`src/rtl/bw_mac3_acc.sv`:
```
// Signed accumulator for a stream of 6-bit Baugh-Wooley products, one job of len terms at a time.
// Latency: result valid the cycle after the last accepted beat; zero-length jobs complete one cycle after start.
// Backpressure: in_ready only while accumulating; the result is held in DONE until out_ready.
module bw_mac3_acc #(
    parameter int LEN_W = 4,
    parameter int ACC_W = 10
) (
    input  logic             clk,
    input  logic             rst,
    input  logic             start,
    input  logic [LEN_W-1:0] len,
    input  logic [5:0]       p_in,
    input  logic             in_valid,
    output logic             in_ready,
    output logic [ACC_W-1:0] acc_out,
    output logic             out_valid,
    input  logic             out_ready,
    output logic             busy
);

    typedef enum logic [1:0] {
        IDLE = 2'd0,
        ACC  = 2'd1,
        DONE = 2'd2
    } state_t;

    state_t           state_q;
    state_t           state_d;
    logic [ACC_W-1:0] acc_q;
    logic [ACC_W-1:0] acc_d;
    logic [LEN_W-1:0] cnt_q;
    logic [LEN_W-1:0] cnt_d;
    logic [ACC_W-1:0] p_ext;
    logic             beat_acc;

    assign p_ext    = ACC_W'($signed(p_in));
    assign beat_acc = in_valid && in_ready;

    always_ff @(posedge clk or posedge rst) begin
        if (rst) begin
            state_q <= IDLE;
            acc_q   <= '0;
            cnt_q   <= '0;
        end else begin
            state_q <= state_d;
            acc_q   <= acc_d;
            cnt_q   <= cnt_d;
        end
    end

    always_comb begin
        state_d = state_q;
        acc_d   = acc_q;
        cnt_d   = cnt_q;
        case (state_q)
            IDLE: begin
                if (start) begin
                    acc_d = '0;
                    if (len != '0) begin
                        cnt_d   = len;
                        state_d = ACC;
                    end else begin
                        state_d = DONE;
                    end
                end
            end
            ACC: begin
                if (beat_acc) begin
                    // Wraps modulo 2^ACC_W by construction; no saturation.
                    acc_d = acc_q + p_ext;
                    cnt_d = cnt_q - LEN_W'(1);
                    if (cnt_q == LEN_W'(1)) begin
                        state_d = DONE;
                    end
                end
            end
            DONE: begin
                if (out_ready) begin
                    state_d = IDLE;
                end
            end
            default: begin
                state_d = IDLE;
            end
        endcase
    end

    // Handshake outputs depend on registered state only.
    assign in_ready  = (state_q == ACC);
    assign out_valid = (state_q == DONE);
    assign busy      = (state_q != IDLE);
    assign acc_out   = acc_q;

endmodule
```
`config.mk`:
```
export PLATFORM = sky130hd
export DESIGN_NAME = bw_mac3_acc
export DESIGN_NICKNAME = d
export VERILOG_FILES = /design/src/rtl/bw_mac3_acc.sv
export SDC_FILE = /design/constraint.sdc
export NUM_CORES = 1
export LEC_CHECK = 0
export CAP_MARGIN = 10
export CORE_ASPECT_RATIO = 1.75
export CORE_MARGIN = 1.5
export CORE_UTILIZATION = 49
export DETAILED_ROUTE_END_ITERATION = 7
export PLACE_DENSITY = 0.79
export SLEW_MARGIN = 20
export SYNTH_ARGS = -nofsm -noshare
export SYNTH_HDL_FRONTEND = slang
export SYNTH_SLANG_ARGS = --single-unit
```
`constraint.sdc`:
```
create_clock -name clk -period 2.08 [get_ports clk]
set_input_delay 0.52 -clock clk [delete_from_list [all_inputs] [get_ports clk]]
set_output_delay 0.52 -clock clk [all_outputs]
set_load 0.1 [all_outputs]
```
# After elaboration in Yosys (flattened, before gate mapping)
# Cells that the tools add are included.
[word_totals]
word_cells = 34
regBits = 16
[op_classes]
n_mux = 13
addsub = 2
n_reduce_logical = 8
eq_ne = 8
[op_table]
columns = ["operator", "count"]
rows = [
  ["2-to-1 mux 10 bit", 2],
  ["one-hot mux 10 bit (2 select lines)", 1],
  ["2-to-1 mux 4 bit", 3],
  ["adder 10 bit", 1],
  ["2-to-1 mux 2 bit", 5],
  ["one-hot mux 4 bit (2 select lines)", 1],
  ["AND reduction 4 bit", 2],
  ["inequality test 2 x 1 -> 1 bit (second input constant)", 3],
  ["one-hot mux 2 bit (3 select lines)", 1],
  ["equality test 4 x 1 -> 1 bit (second input constant)", 1],
  ["inequality test 2 bit (second input constant)", 2],
  ["nonzero test 2 bit", 2],
  ["nonzero test 4 bit", 1],
  ["subtractor 4 x 1 -> 4 bit (second input constant)", 1],
  ["AND reduction 3 bit", 1],
  ["equality test 2 x 1 -> 1 bit (second input constant)", 1],
  ["equality test 2 bit (second input constant)", 1],
  ["zero test 2 bit", 1],
  ["logical AND 1 bit", 1],
]

# Longest topological paths before layout
# Gate-level depths: netlist of the first run.
[logic_depth]
word_depth = 4
ltp_mapped = 9
ltp_nobuf = 9

# Least setup slack after synthesis of the first run
# No wires, ideal clock.
[synth_path]
path_type = "reg2reg"
startpoint = "reg acc_q[0], in the netlist acc_out[0]"
endpoint = "reg acc_q[6], in the netlist acc_out[6]"
required_ps = 2008
period_less_slack_ps = 2653
setup_time_ps = 72
stages_incl_launch_ff = 10
setup_slack_ps = -573
arrival_ps = 2581
path_cell_list = "dfrtp_1 -> ha_1 -> inv_1 -> fa_1 -> nor2b_1 -> o21ai_1 -> nand2b_1 -> a21oi_1 -> or4b_1 -> nand3_1"
[synth_via]
elab_chain_cells = 3
[synth_rtl]
columns = ["item", "line_no", "text"]
rows = [
  ["from (decl)", "29", "logic [ACC_W-1:0] acc_q;"],
  ["from (signal assigned)", "42", "acc_q <= '0;"],
  ["from (signal assigned)", "46", "acc_q <= acc_d;"],
  ["adder 10 bit", "70", "acc_d = acc_q + p_ext;"],
  ["2-to-1 mux 10 bit", "68", "if (beat_acc) begin"],
  ["one-hot mux 10 bit (2 select lines)", "55", "case (state_q)"],
]
# Every way passes these cells. The select of a mux whose other input is x is not followed.
# A chain may end at the register's enable or synchronous reset.

# Worst setup path after layout of the first run
[layout_path]
startpoint = "in p_in[1]"
endpoint = "reg acc_q[9], in the netlist acc_out[9]"
[layout_via]
elab_chain_cells = 3
[layout_rtl]
columns = ["item", "line_no", "text"]
rows = [
  ["from (decl)", "12", "input logic [5:0] p_in,"],
  ["adder 10 bit", "70", ""],
  ["2-to-1 mux 10 bit", "68", ""],
  ["one-hot mux 10 bit (2 select lines)", "55", ""],
]
# Every way passes these cells. The select of a mux whose other input is x is not followed.

==> metrics.md, run 1 <==
| Metric | Value |
|---|---|
| Status | `finished, final reports clean` |
| CTS Hold Bufs | `0` |
| Setup WS pre-CTS | `-0.530 ns` |
| Commonest non-fill, non-tap cell in the layout | `buf_4` |
| Die Y | `67.3 microns` |
| Hold Path Sink | `state_q[0]$_DFFE_PP0P_` |
| TritonCTS clock tree | `done` |
| Inserted Diodes | `0` |
| Critical path fanouts, max | `2` |
| Area contributors post-synth | `dfrtp_1, ha_1, o21ai_1` |
| Beginning of the critical path | `p_in[1]` |
| Worst-path clk slew | `0.06 ns` |
| Starting density of the core | `50.9%` |
| IO buf count | `27` |
| DR vias | `1,209` |
| Worst setup SP type | `input pin` |
| Capture point of the worst reg-to-reg path | `acc_out[9]$_DFFE_PP0P_` |
| Syn Area/Cell | `8.89 sq um` |
| Final wirelength | `3240 microns` |
| Setup violators final | `0` |
| Area delta synth->final | `59.2%` |
| Crit end category | `flop` |
| Reg2Reg Launch Point | `acc_out[1]$_DFFE_PP0P_` |
| Post-DRT Antenna Nets | `0` |
| Slew HR | `66.9%` |
| Fmax | `490 MHz` |
| Yosys Warn Count | `0` |
| Max Cap Violations | `0` |
| Unique masters post-synth | `38` |
| Fillcell total | `144` |
| Total CTS buffers | `3` |
| Min Clock Period, post-route | `2.04 ns` |
| Max Clock Skew | `0.00229 ns` |
| Grt ovf | `0` |
| Register area share after synthesis | `34.6%` |
| Worst Reg-to-Reg Cells | `7` |
| Initial antenna violation count | `0` |
| GPL Wtd Cong | `0.868` |
| Die Wd | `39.7 microns` |
| Num Clock Sinks | `16` |
| Area leader, netlist | `dfrtp_1` |
| Synthesized net count | `157` |
| Aggregate global-route resource usage | `27.9%` |
| Later-pin clock latency in the skew report | `0.25 ns` |
| Root buffer cell | `clkbuf_8` |
| DRT iter0 DRCs | `36` |
| PnR worst setup slack | `0.0385 ns` |
| H-tree levels | `1` |
| RSZ-0062 raised after global routing | `yes` |
| I/O pins | `28` |
| Worst hold path type | `flop to flop` |
| Share of post-route cells with drive strength above 1 | `38.6%` |
| Largest net degree at the start of global routing | `17` |
| Clock Path Buffers | `2` |
| Setup TNS | `0 ns` |
| WP data arrival | `2.22 ns` |
| Synth Instances | `130` |
| Fin. Hold Viols | `0` |
| Number of global-route vias before repair | `1,227` |
| Synth top area share | `34.6%` |
| Post-Syn Area | `0.00116 sq mm` |
| Hold path startpoint | `state_q[1]$_DFFE_PP0P_` |
| Routed vias/inst | `5.78` |
| First-pass GRT wire length | `5150 microns` |
| Core area | `0.00227 sq mm` |
| Hold Path Depth | `1` |
| Num rows | `23` |
| WP data required | `2.26 ns` |
| DRC Markers | `0` |
| Post-layout util | `81.0%` |
| Post-DP HPWL | `2560 microns` |
| Routed len/inst | `15.5 microns` |
| Slew Limit Fails | `0` |
| Layout Nets | `212` |
| First-pass DRT Iterations | `4` |
| Most frequent cells in the layout | `buf_4, o21ai_1, nand2_1, clkdlybuf4s50_1` |
| Critical path class | `input pin to flop` |
| Yosys reg bits | `16` |
| Die ar. | `0.00267 sq mm` |
| Worst slew pin tran | `0.495 ns` |
| R2r setup slk | `0.05 ns` |
| Fin crit share | `98.1%` |
==> state kept, by name (all words and copies together) (netlist names) <==
signal   cells
cnt_q        4
state_q      2
acc_out     10
==> cell type report <==
type / count / area [sq um] / area share [%]
sequential: 16 / 422 / 22.9
timing repair buffer: 53 / 513 / 27.9
inverter: 8 / 30.0 / 1.63
clock buffer: 4 / 45.0 / 2.45
multi-input combinational: 103 / 800 / 43.4
tap: 25 / 31.3 / 1.70
==> kinds of logic after synthesis <==
group	share of synthesized area, %
compound gates	19.5
simple gates	23.1
fa+ha+maj	13.6
xor+xnor	3.79
mux	1.84
flops	34.6
buf+inv	3.57
==> layer usage <==
layer | vias up | global-route usage (%) | part of all wire (%)
met5 | - | 0 | 0
met4 | 0 | 13.8 | 2.2
met3 | 10 | 2.63 | 3.1
met2 | 33 | 53.9 | 60
met1 | 593 | 26.5 | 35
li1 | 573 | - | -
==> what timing repair did <==
item | CTS | global route
pin swaps | 6 | 5
resized for setup | 12 | 4
setup endpoints to repair | 4 | 4
buffers inserted | 2 | 1
==> worst max path at each step <==
stage,slack (ns),depth (start not counted),end
after floorplan,-0.07,9,acc_out[6]$_DFFE_PP0P_
after detailed placement,-0.53,10,acc_out[6]$_DFFE_PP0P_
after global routing,-0.04,9,acc_out[6]$_DFFE_PP0P_
final,0.04,8,acc_out[9]$_DFFE_PP0P_
after global placement,-0.45,10,acc_out[6]$_DFFE_PP0P_
after CTS,0.006,8,acc_out[9]$_DFFE_PP0P_
==> cell usage after synthesis, drive strengths merged <==
master   n
dfrtp   16
o21ai   16
nand2   12
ha      11
a21oi   10
inv      8
nand3    6
nor2     6
nand2b   4
nor2b    4
clkbuf   3
nand4b   3
xor2     3
a211oi   2
a21o     2
and2     2
nand4    2
o211ai   2
or2      2
or4      2
xnor2    2
a22o     1
a31oi    1
fa       1
mux2     1
mux2i    1
nor3     1
nor3b    1
nor4b    1
o21bai   1
o31ai    1
or3      1
or4b     1
==> worst max-delay path, stage by stage <==
cell,delay [ns]
dlygate4sd2_1,0.24
ha_1,0.28
a21oi_1,0.24
nand4b_1,0.20
a211oi_2,0.09
or3_1,0.33
and2_4,0.17
o211ai_2,0.14
==> per-stage QoR <==
stage          std cells  cell area (sq um)  hold slack, ns
6_report             209               1840           0.523
2_1_floorplan        130               1220           0.433
5_1_grt              209               1840           0.558
3_5_place_dp         202               1740           0.509
4_1_cts              208               1810           0.522
3_3_place_gp         202               1740           0.494
Power of run 1 is not shown: default switching activity piles up to over one toggle a cycle in this logic, so the estimate is an artifact.
==> inputs of run 2 (changes only) <==
--- a/config.mk
+++ b/config.mk
@@ -15,3 +15,4 @@
 export SYNTH_ARGS = -nofsm -noshare
 export SYNTH_HDL_FRONTEND = slang
 export SYNTH_SLANG_ARGS = --single-unit
+export TNS_END_PERCENT = 100
==> results of run 2 <==
Final layout, timing and power as in run 1 (identical DEF).
Power of run 2 is left out for the same reason.
